===== src/rtl/modp_pkg.sv =====
// Shared types and error codes for the modular key engine.
package modp_pkg;

    typedef enum logic [1:0] {
        KEYGEN   = 2'b00,
        ENCRYPT  = 2'b01,
        DECRYPT  = 2'b10,
        RESERVED = 2'b11
    } mode_e;

    typedef enum logic [2:0] {
        IDLE,
        CHECK,
        ADD,
        REDUCE,
        DONE
    } state_e;

    localparam logic [1:0] ERR_OK    = 2'b00;
    localparam logic [1:0] ERR_RANGE = 2'b01;
    localparam logic [1:0] ERR_NOKEY = 2'b10;
    localparam logic [1:0] ERR_MODE  = 2'b11;

endpackage


===== src/rtl/modp_addsub.sv =====
// Two-stage modular add/subtract datapath: raw sum/biased difference, then reduce.
module modp_addsub #(
    parameter int unsigned W = 8
) (
    input  logic         clk,
    input  logic         rst_n,
    input  logic         add_en,
    input  logic         red_en,
    input  logic         sub,
    input  logic [W-1:0] a,
    input  logic [W-1:0] b,
    input  logic [W-1:0] p,
    output logic [W-1:0] red_next,
    output logic [W-1:0] red_q
);

    logic [W:0]   raw_q;
    logic [W:0]   raw_d;
    logic [W-1:0] red_d;

    // Stage 1: a+b, or a-b+P so the difference never goes negative
    always_comb begin
        raw_d = raw_q;
        if (add_en) begin
            if (sub) begin
                raw_d = {1'b0, a} - {1'b0, b} + {1'b0, p};
            end else begin
                raw_d = {1'b0, a} + {1'b0, b};
            end
        end
    end

    // Stage 2: operands are below P, so raw < 2P and one conditional subtract reduces it
    always_comb begin
        if (raw_q >= {1'b0, p}) begin
            red_next = raw_q[W-1:0] - p;
        end else begin
            red_next = raw_q[W-1:0];
        end
        red_d = red_en ? red_next : red_q;
    end

    // Datapath registers with synchronous reset
    always_ff @(posedge clk) begin
        if (rst_n) begin
            raw_q <= '0;
            red_q <= '0;
        end else begin
            raw_q <= raw_d;
            red_q <= red_d;
        end
    end

endmodule


===== src/rtl/modp_key_engine.sv =====
// Modular key engine: keygen, encrypt and decrypt mod P with a fixed-latency handshake.
module modp_key_engine #(
    parameter int unsigned W = 8
) (
    input  logic         clk,
    input  logic         rst_n,
    input  logic         start,
    input  logic [1:0]   mode,
    input  logic [W-1:0] p_par,
    input  logic [W-1:0] q_par,
    input  logic [W-1:0] secret_key,
    input  logic [W-1:0] data_in,
    output logic         busy,
    output logic         done,
    output logic         err,
    output logic [1:0]   err_code,
    output logic [W-1:0] result,
    output logic [W-1:0] public_key,
    output logic         pk_valid
);
    import modp_pkg::*;

    state_e       state_q, state_d;
    mode_e        mode_q, mode_d;
    logic [W-1:0] p_in_q, p_in_d;
    logic [W-1:0] q_q, q_d;
    logic [W-1:0] sk_q, sk_d;
    logic [W-1:0] din_q, din_d;
    logic [W-1:0] p_st_q, p_st_d;
    logic [W-1:0] pk_q, pk_d;
    logic         pk_valid_q, pk_valid_d;
    logic         err_q, err_d;
    logic [1:0]   err_code_q, err_code_d;

    logic [1:0]   chk_code;
    logic [W:0]   sk_plus2;
    logic         add_en, red_en, is_keygen;
    logic [W-1:0] op_a, op_b, op_p;
    logic [W-1:0] red_next;

    // Operand validation against the latched request and the key store
    always_comb begin
        chk_code = ERR_OK;
        sk_plus2 = {1'b0, sk_q} + (W+1)'(2);
        case (mode_q)
            KEYGEN: begin
                if (p_in_q < W'(3) || sk_q == '0 || sk_plus2 > {1'b0, p_in_q} ||
                    q_q == '0 || q_q >= p_in_q) begin
                    chk_code = ERR_RANGE;
                end
            end
            ENCRYPT, DECRYPT: begin
                if (!pk_valid_q) begin
                    chk_code = ERR_NOKEY;
                end else if (din_q >= p_st_q) begin
                    chk_code = ERR_RANGE;
                end
            end
            default: chk_code = ERR_MODE;
        endcase
    end

    // Operand selection: keygen uses the request's P, the others use the stored key
    always_comb begin
        is_keygen = (mode_q == KEYGEN);
        op_a      = is_keygen ? sk_q : din_q;
        op_b      = is_keygen ? q_q : pk_q;
        op_p      = is_keygen ? p_in_q : p_st_q;
    end

    // FSM next state, request latching, key store and error updates
    always_comb begin
        state_d    = state_q;
        mode_d     = mode_q;
        p_in_d     = p_in_q;
        q_d        = q_q;
        sk_d       = sk_q;
        din_d      = din_q;
        p_st_d     = p_st_q;
        pk_d       = pk_q;
        pk_valid_d = pk_valid_q;
        err_d      = err_q;
        err_code_d = err_code_q;
        add_en     = 1'b0;
        red_en     = 1'b0;
        case (state_q)
            IDLE: begin
                if (start) begin
                    mode_d     = mode_e'(mode);
                    p_in_d     = p_par;
                    q_d        = q_par;
                    sk_d       = secret_key;
                    din_d      = data_in;
                    err_d      = 1'b0;
                    err_code_d = ERR_OK;
                    state_d    = CHECK;
                end
            end
            CHECK: begin
                if (chk_code != ERR_OK) begin
                    err_d      = 1'b1;
                    err_code_d = chk_code;
                    state_d    = DONE;
                end else begin
                    state_d = ADD;
                end
            end
            ADD: begin
                add_en  = 1'b1;
                state_d = REDUCE;
            end
            REDUCE: begin
                red_en  = 1'b1;
                state_d = DONE;
                if (is_keygen) begin
                    pk_d       = red_next;
                    p_st_d     = p_in_q;
                    pk_valid_d = 1'b1;
                end
            end
            DONE:    state_d = IDLE;
            default: state_d = IDLE;
        endcase
    end

    // State and storage registers with synchronous reset
    always_ff @(posedge clk) begin
        if (rst_n) begin
            state_q    <= IDLE;
            mode_q     <= KEYGEN;
            p_in_q     <= '0;
            q_q        <= '0;
            sk_q       <= '0;
            din_q      <= '0;
            p_st_q     <= '0;
            pk_q       <= '0;
            pk_valid_q <= 1'b0;
            err_q      <= 1'b0;
            err_code_q <= ERR_OK;
        end else begin
            state_q    <= state_d;
            mode_q     <= mode_d;
            p_in_q     <= p_in_d;
            q_q        <= q_d;
            sk_q       <= sk_d;
            din_q      <= din_d;
            p_st_q     <= p_st_d;
            pk_q       <= pk_d;
            pk_valid_q <= pk_valid_d;
            err_q      <= err_d;
            err_code_q <= err_code_d;
        end
    end

    modp_addsub #(
        .W(W)
    ) u_addsub (
        .clk     (clk),
        .rst_n   (rst_n),
        .add_en  (add_en),
        .red_en  (red_en),
        .sub     (mode_q == DECRYPT),
        .a       (op_a),
        .b       (op_b),
        .p       (op_p),
        .red_next(red_next),
        .red_q   (result)
    );

    assign busy       = (state_q != IDLE);
    assign done       = (state_q == DONE);
    assign err        = err_q;
    assign err_code   = err_code_q;
    assign public_key = pk_q;
    assign pk_valid   = pk_valid_q;

endmodule


===== config.mk =====
export PLATFORM = sky130hd
export DESIGN_NAME = modp_key_engine
export DESIGN_NICKNAME = d
export VERILOG_FILES = /design/src/rtl/modp_pkg.sv /design/src/rtl/modp_addsub.sv /design/src/rtl/modp_key_engine.sv
export SDC_FILE = /design/constraint.sdc
export NUM_CORES = 1
export LEC_CHECK = 0
export CAP_MARGIN = 20
export CORE_MARGIN = 1
export CORE_UTILIZATION = 40
export DETAILED_ROUTE_END_ITERATION = 12
export GPL_TIMING_DRIVEN = 1
export PLACE_DENSITY = 0.56
export RECOVER_POWER = 25
export SYNTH_ARGS = -nofsm -noshare
export SYNTH_HDL_FRONTEND = slang
export SYNTH_SLANG_ARGS = --single-unit

===== constraint.sdc =====
create_clock -name clk -period 7.4 [get_ports clk]
set_input_delay 1.48 -clock clk [delete_from_list [all_inputs] [get_ports clk]]
set_output_delay 1.48 -clock clk [all_outputs]
set_load 0.01 [all_outputs]

==> run_results.csv <==
group,metric,value,unit
sta,worst_slew_pin_slew,3610,ps
finish,diodes,0,
sta,hold_violations,0,
setup_path,worst-path-max-fanout,80,
setup_path,max_stage_delay,2530,ps
synthesis,syn_inst,619,
status,violations,"max-capacitance violations, max-slew violations",
synthesis,synth_common_cells,"nand2_1, dfxtp_1, ha_1, a21oi_1, inv_1",
setup_path,crit_type,"input port to register",
synthesis,yosys.area.top_type,"dfxtp_1",
setup_path,cp-start-kind,"input port",
synthesis,synthArstFlopShare,0,%
synthesis,ys_seq_elements,74,
setup_path,cp-startpoint,"rst_n",
worst_hold_path,hold_start,"din_q[0]",
floorplan,design.core.area,12200,um^2
sta,hold_ws,471,ps
setup_path,critPathTopFamily,"buffers and inverters",
finish,finalInstanceArea,6120,um^2
sta,rsz0062_at_grt,"false",
clock_tree,ctsHoldBuffers,0,
global_route,grt_first_pass_wirelength,22.2,mm
placed_design,dp.cells,819,
setup_path,r2r-start,"mode_q[0]",
setup_path,crit_path_top_delay_cell,"clkbuf_1",
floorplan,die_w,115,um
clock_tree,cts_buffer_depth,2,
synthesis,synth-main-ff-cell,"dfxtp_1",
clock_tree,post-cts-setup-buffer-count,0,
global_route,grt-ovfl-total,0,
synthesis,syn_area,5110,um^2
floorplan,rows,40,
global_route,grt_pass1_vias,4272,
drt,routed_via_density,5.28,
setup_path,path_buf_inv,2,
setup_path,worstPathRequired,7620,ps
setup_path,cp-end-kind,"register",
drt,drt_iter0_drc,248,
placed_design,routabilityCongestion,0.876,
setup_path,crit_end,"u_addsub.raw_q[6]",
drt,vias,4412,
run,maxCapViolations,1,
drt,totalWireLength,14.0,mm
setup_path,reg2reg_slack,3690,ps
finish,n_fill_cell,1228,
setup_path,r2r_end,"u_addsub.raw_q[6]",
synthesis,syn_avg_cell_area,8.26,um^2
finish,regArea,1480,um^2
sta,finalClockSkew,6.31,ps
drt,first_pass_iters,5,
floorplan,io_pins,59,
worst_hold_path,hold_path.class,"register to register",
sta,finalCriticalPeriod,4560,ps
sta,fin_tns_setup,0,ps
synthesis,synth-edff-count,0,
synthesis,synthTopCellsByArea,"dfxtp_1, ha_1, nand2_1",
clock_tree,clkLatencyLatePin,340,ps
floorplan,start_util,41.8,%
sta,slew-limit-headroom,-141,%
synthesis,synth.distinct_cells,58,
sta,slew_viol_final,81,
placed_design,dpl.hpwl,10.8,mm
floorplan,dieArea,13200,um^2
global_route,antenna_found_initial,0,
clock_tree,cts_buffers,9,
finish,final_nets,770,
finish,stdcell_count,836,
drt,ant_nets,0,
placed_design,io_buffers,58,
floorplan,die_h,115,um
placed_design,placed_area,5820,um^2
clock_tree,cts_resized,0,
setup_path,ff2ff_path_depth,15,
setup_path,worstPathCellList,"buf_2 > clkbuf_1 > nor2_1 > nand2_1 > or3b_1 > o211ai_1",
sta,max_freq,0.219,GHz
synthesis,syn-num-nets,726,
power,powerDensity,210,nW/um^2
synthesis,yosysTopAreaCellShare,29.0,%
global_route,grt_max_degree,81,
finish,drive_gt1_share,5.69,%
global_route,track_usage,22.3,%
power,power.total,1.29,mW
setup_path,arrival,4780,ps
sta,period_share,61.6,%
clock_tree,clk_pin_slew,50,ps
drt,drc,0,
status,status,"complete, but fails checks",
synthesis,yosysWarnings,0,
drt,wl_per_cell,16.7,um
setup_path,path_depth,6,
synthesis,ys_seq_area_share,29.0,%
finish,syn2layout_area_growth,19.8,%
clock_tree,root_buffer,"clkbuf_16",
power,p_leak,2.55,nW
power,peakVddDrop,107,uV
clock_tree,clkSinkCount,74,
clock_tree,h-tree-depth,3,
finish,multiInputGateArea,3330,um^2
clock_tree,cts_tree,"built",
synthesis,yosysMostFrequentCell,"nand2_1",
sta,finalSetupViolCount,0,
[metal layers]
layer  vias to the layer above  global-route usage [%]  routed length (um)
li1                       2235                       -                   -
met1                      2087                    28.5                6470
met2                        74                    38.1                6760
met3                        16                    4.38                 506
met4                         0                    6.32                 206
met5                         -                       0                   0
[worst min-delay path by stage]
stage / to / cells after the start
floorplan: u_addsub.raw_q[8] / 2
global placement: din_q[0] / 2
detailed placement: din_q[0] / 2
CTS: din_q[0] / 2
global route: mode_q[0] / 2
finish: din_q[0] / 2
[layout make-up]
class | count | area share, %
multi-input cells | 464 | 54.3
flip-flops and latches | 74 | 24.2
repair buffers | 63 | 10.3
clock buffers | 14 | 4.47
well taps | 168 | 3.43
inverters | 51 | 3.13
clock inverters | 2 | 0.163
[through the flow]
stage	setup WS, ps	util [%]
finish	2840	50.1
global route	2430	50.1
CTS	3710	49.9
detailed placement	3730	47.6
global placement	3860	47.6
floorplan	3790	-
[power by group]
group,internal (mW),total (mW),switching [mW]
logic,0.186,0.423,0.236
clock network,0.254,0.420,0.167
registers,0.418,0.445,0.0273
total,0.858,1.29,0.430
[cells in the final DEF, fill, tap and decap left out, types with 4 or more instances in the layout]
master / n
o21bai_1: 4
o211ai_1: 8
nand4_1: 5
nor2b_1: 10
dfxtp_1: 74
nor3_1: 8
clkbuf_16: 9
o21ai_0: 18
xor2_1: 6
mux2i_1: 21
o21ai_1: 6
nand3_1: 5
mux2_2: 8
nor4_1: 5
nand3b_1: 7
dlygate4sd3_1: 9
nand2_1: 93
a211oi_1: 21
o21a_1: 9
xnor2_1: 10
inv_1: 51
nor2_1: 46
a21o_1: 4
fa_1: 10
or3_1: 4
ha_1: 60
clkdlybuf4s50_1: 48
o31ai_1: 4
nand2b_1: 5
a21oi_1: 53
[registers in the layout, summed over array words and instances (netlist names)]
signal / cells
pk_valid: 1
din_q: 8
err: 1
q_q: 8
sk_q: 8
p_in_q: 8
u_addsub.red_q: 8
mode_q: 2
u_addsub.raw_q: 9
public_key: 8
state_q: 3
p_st_q: 8
err_code: 2
[worst min-delay path, cell delays in order, from the launching register on]
cell	delay, ps
dfxtp_1	310
nand2_1	50
a21oi_1	60
[kinds of logic after synthesis]
logic type	Yosys count	synth area share, %
AO/OA/AOI/OAI	151	19.9
XOR/XNOR	16	2.74
adder cells (fa/ha/maj)	70	18.6
buffers and inverters	81	6.02
flip-flops	74	29.0
multiplexers	29	5.88
AND/OR/NAND/NOR	198	17.8
No activity file was read; power rests on OpenSTA's default activity.
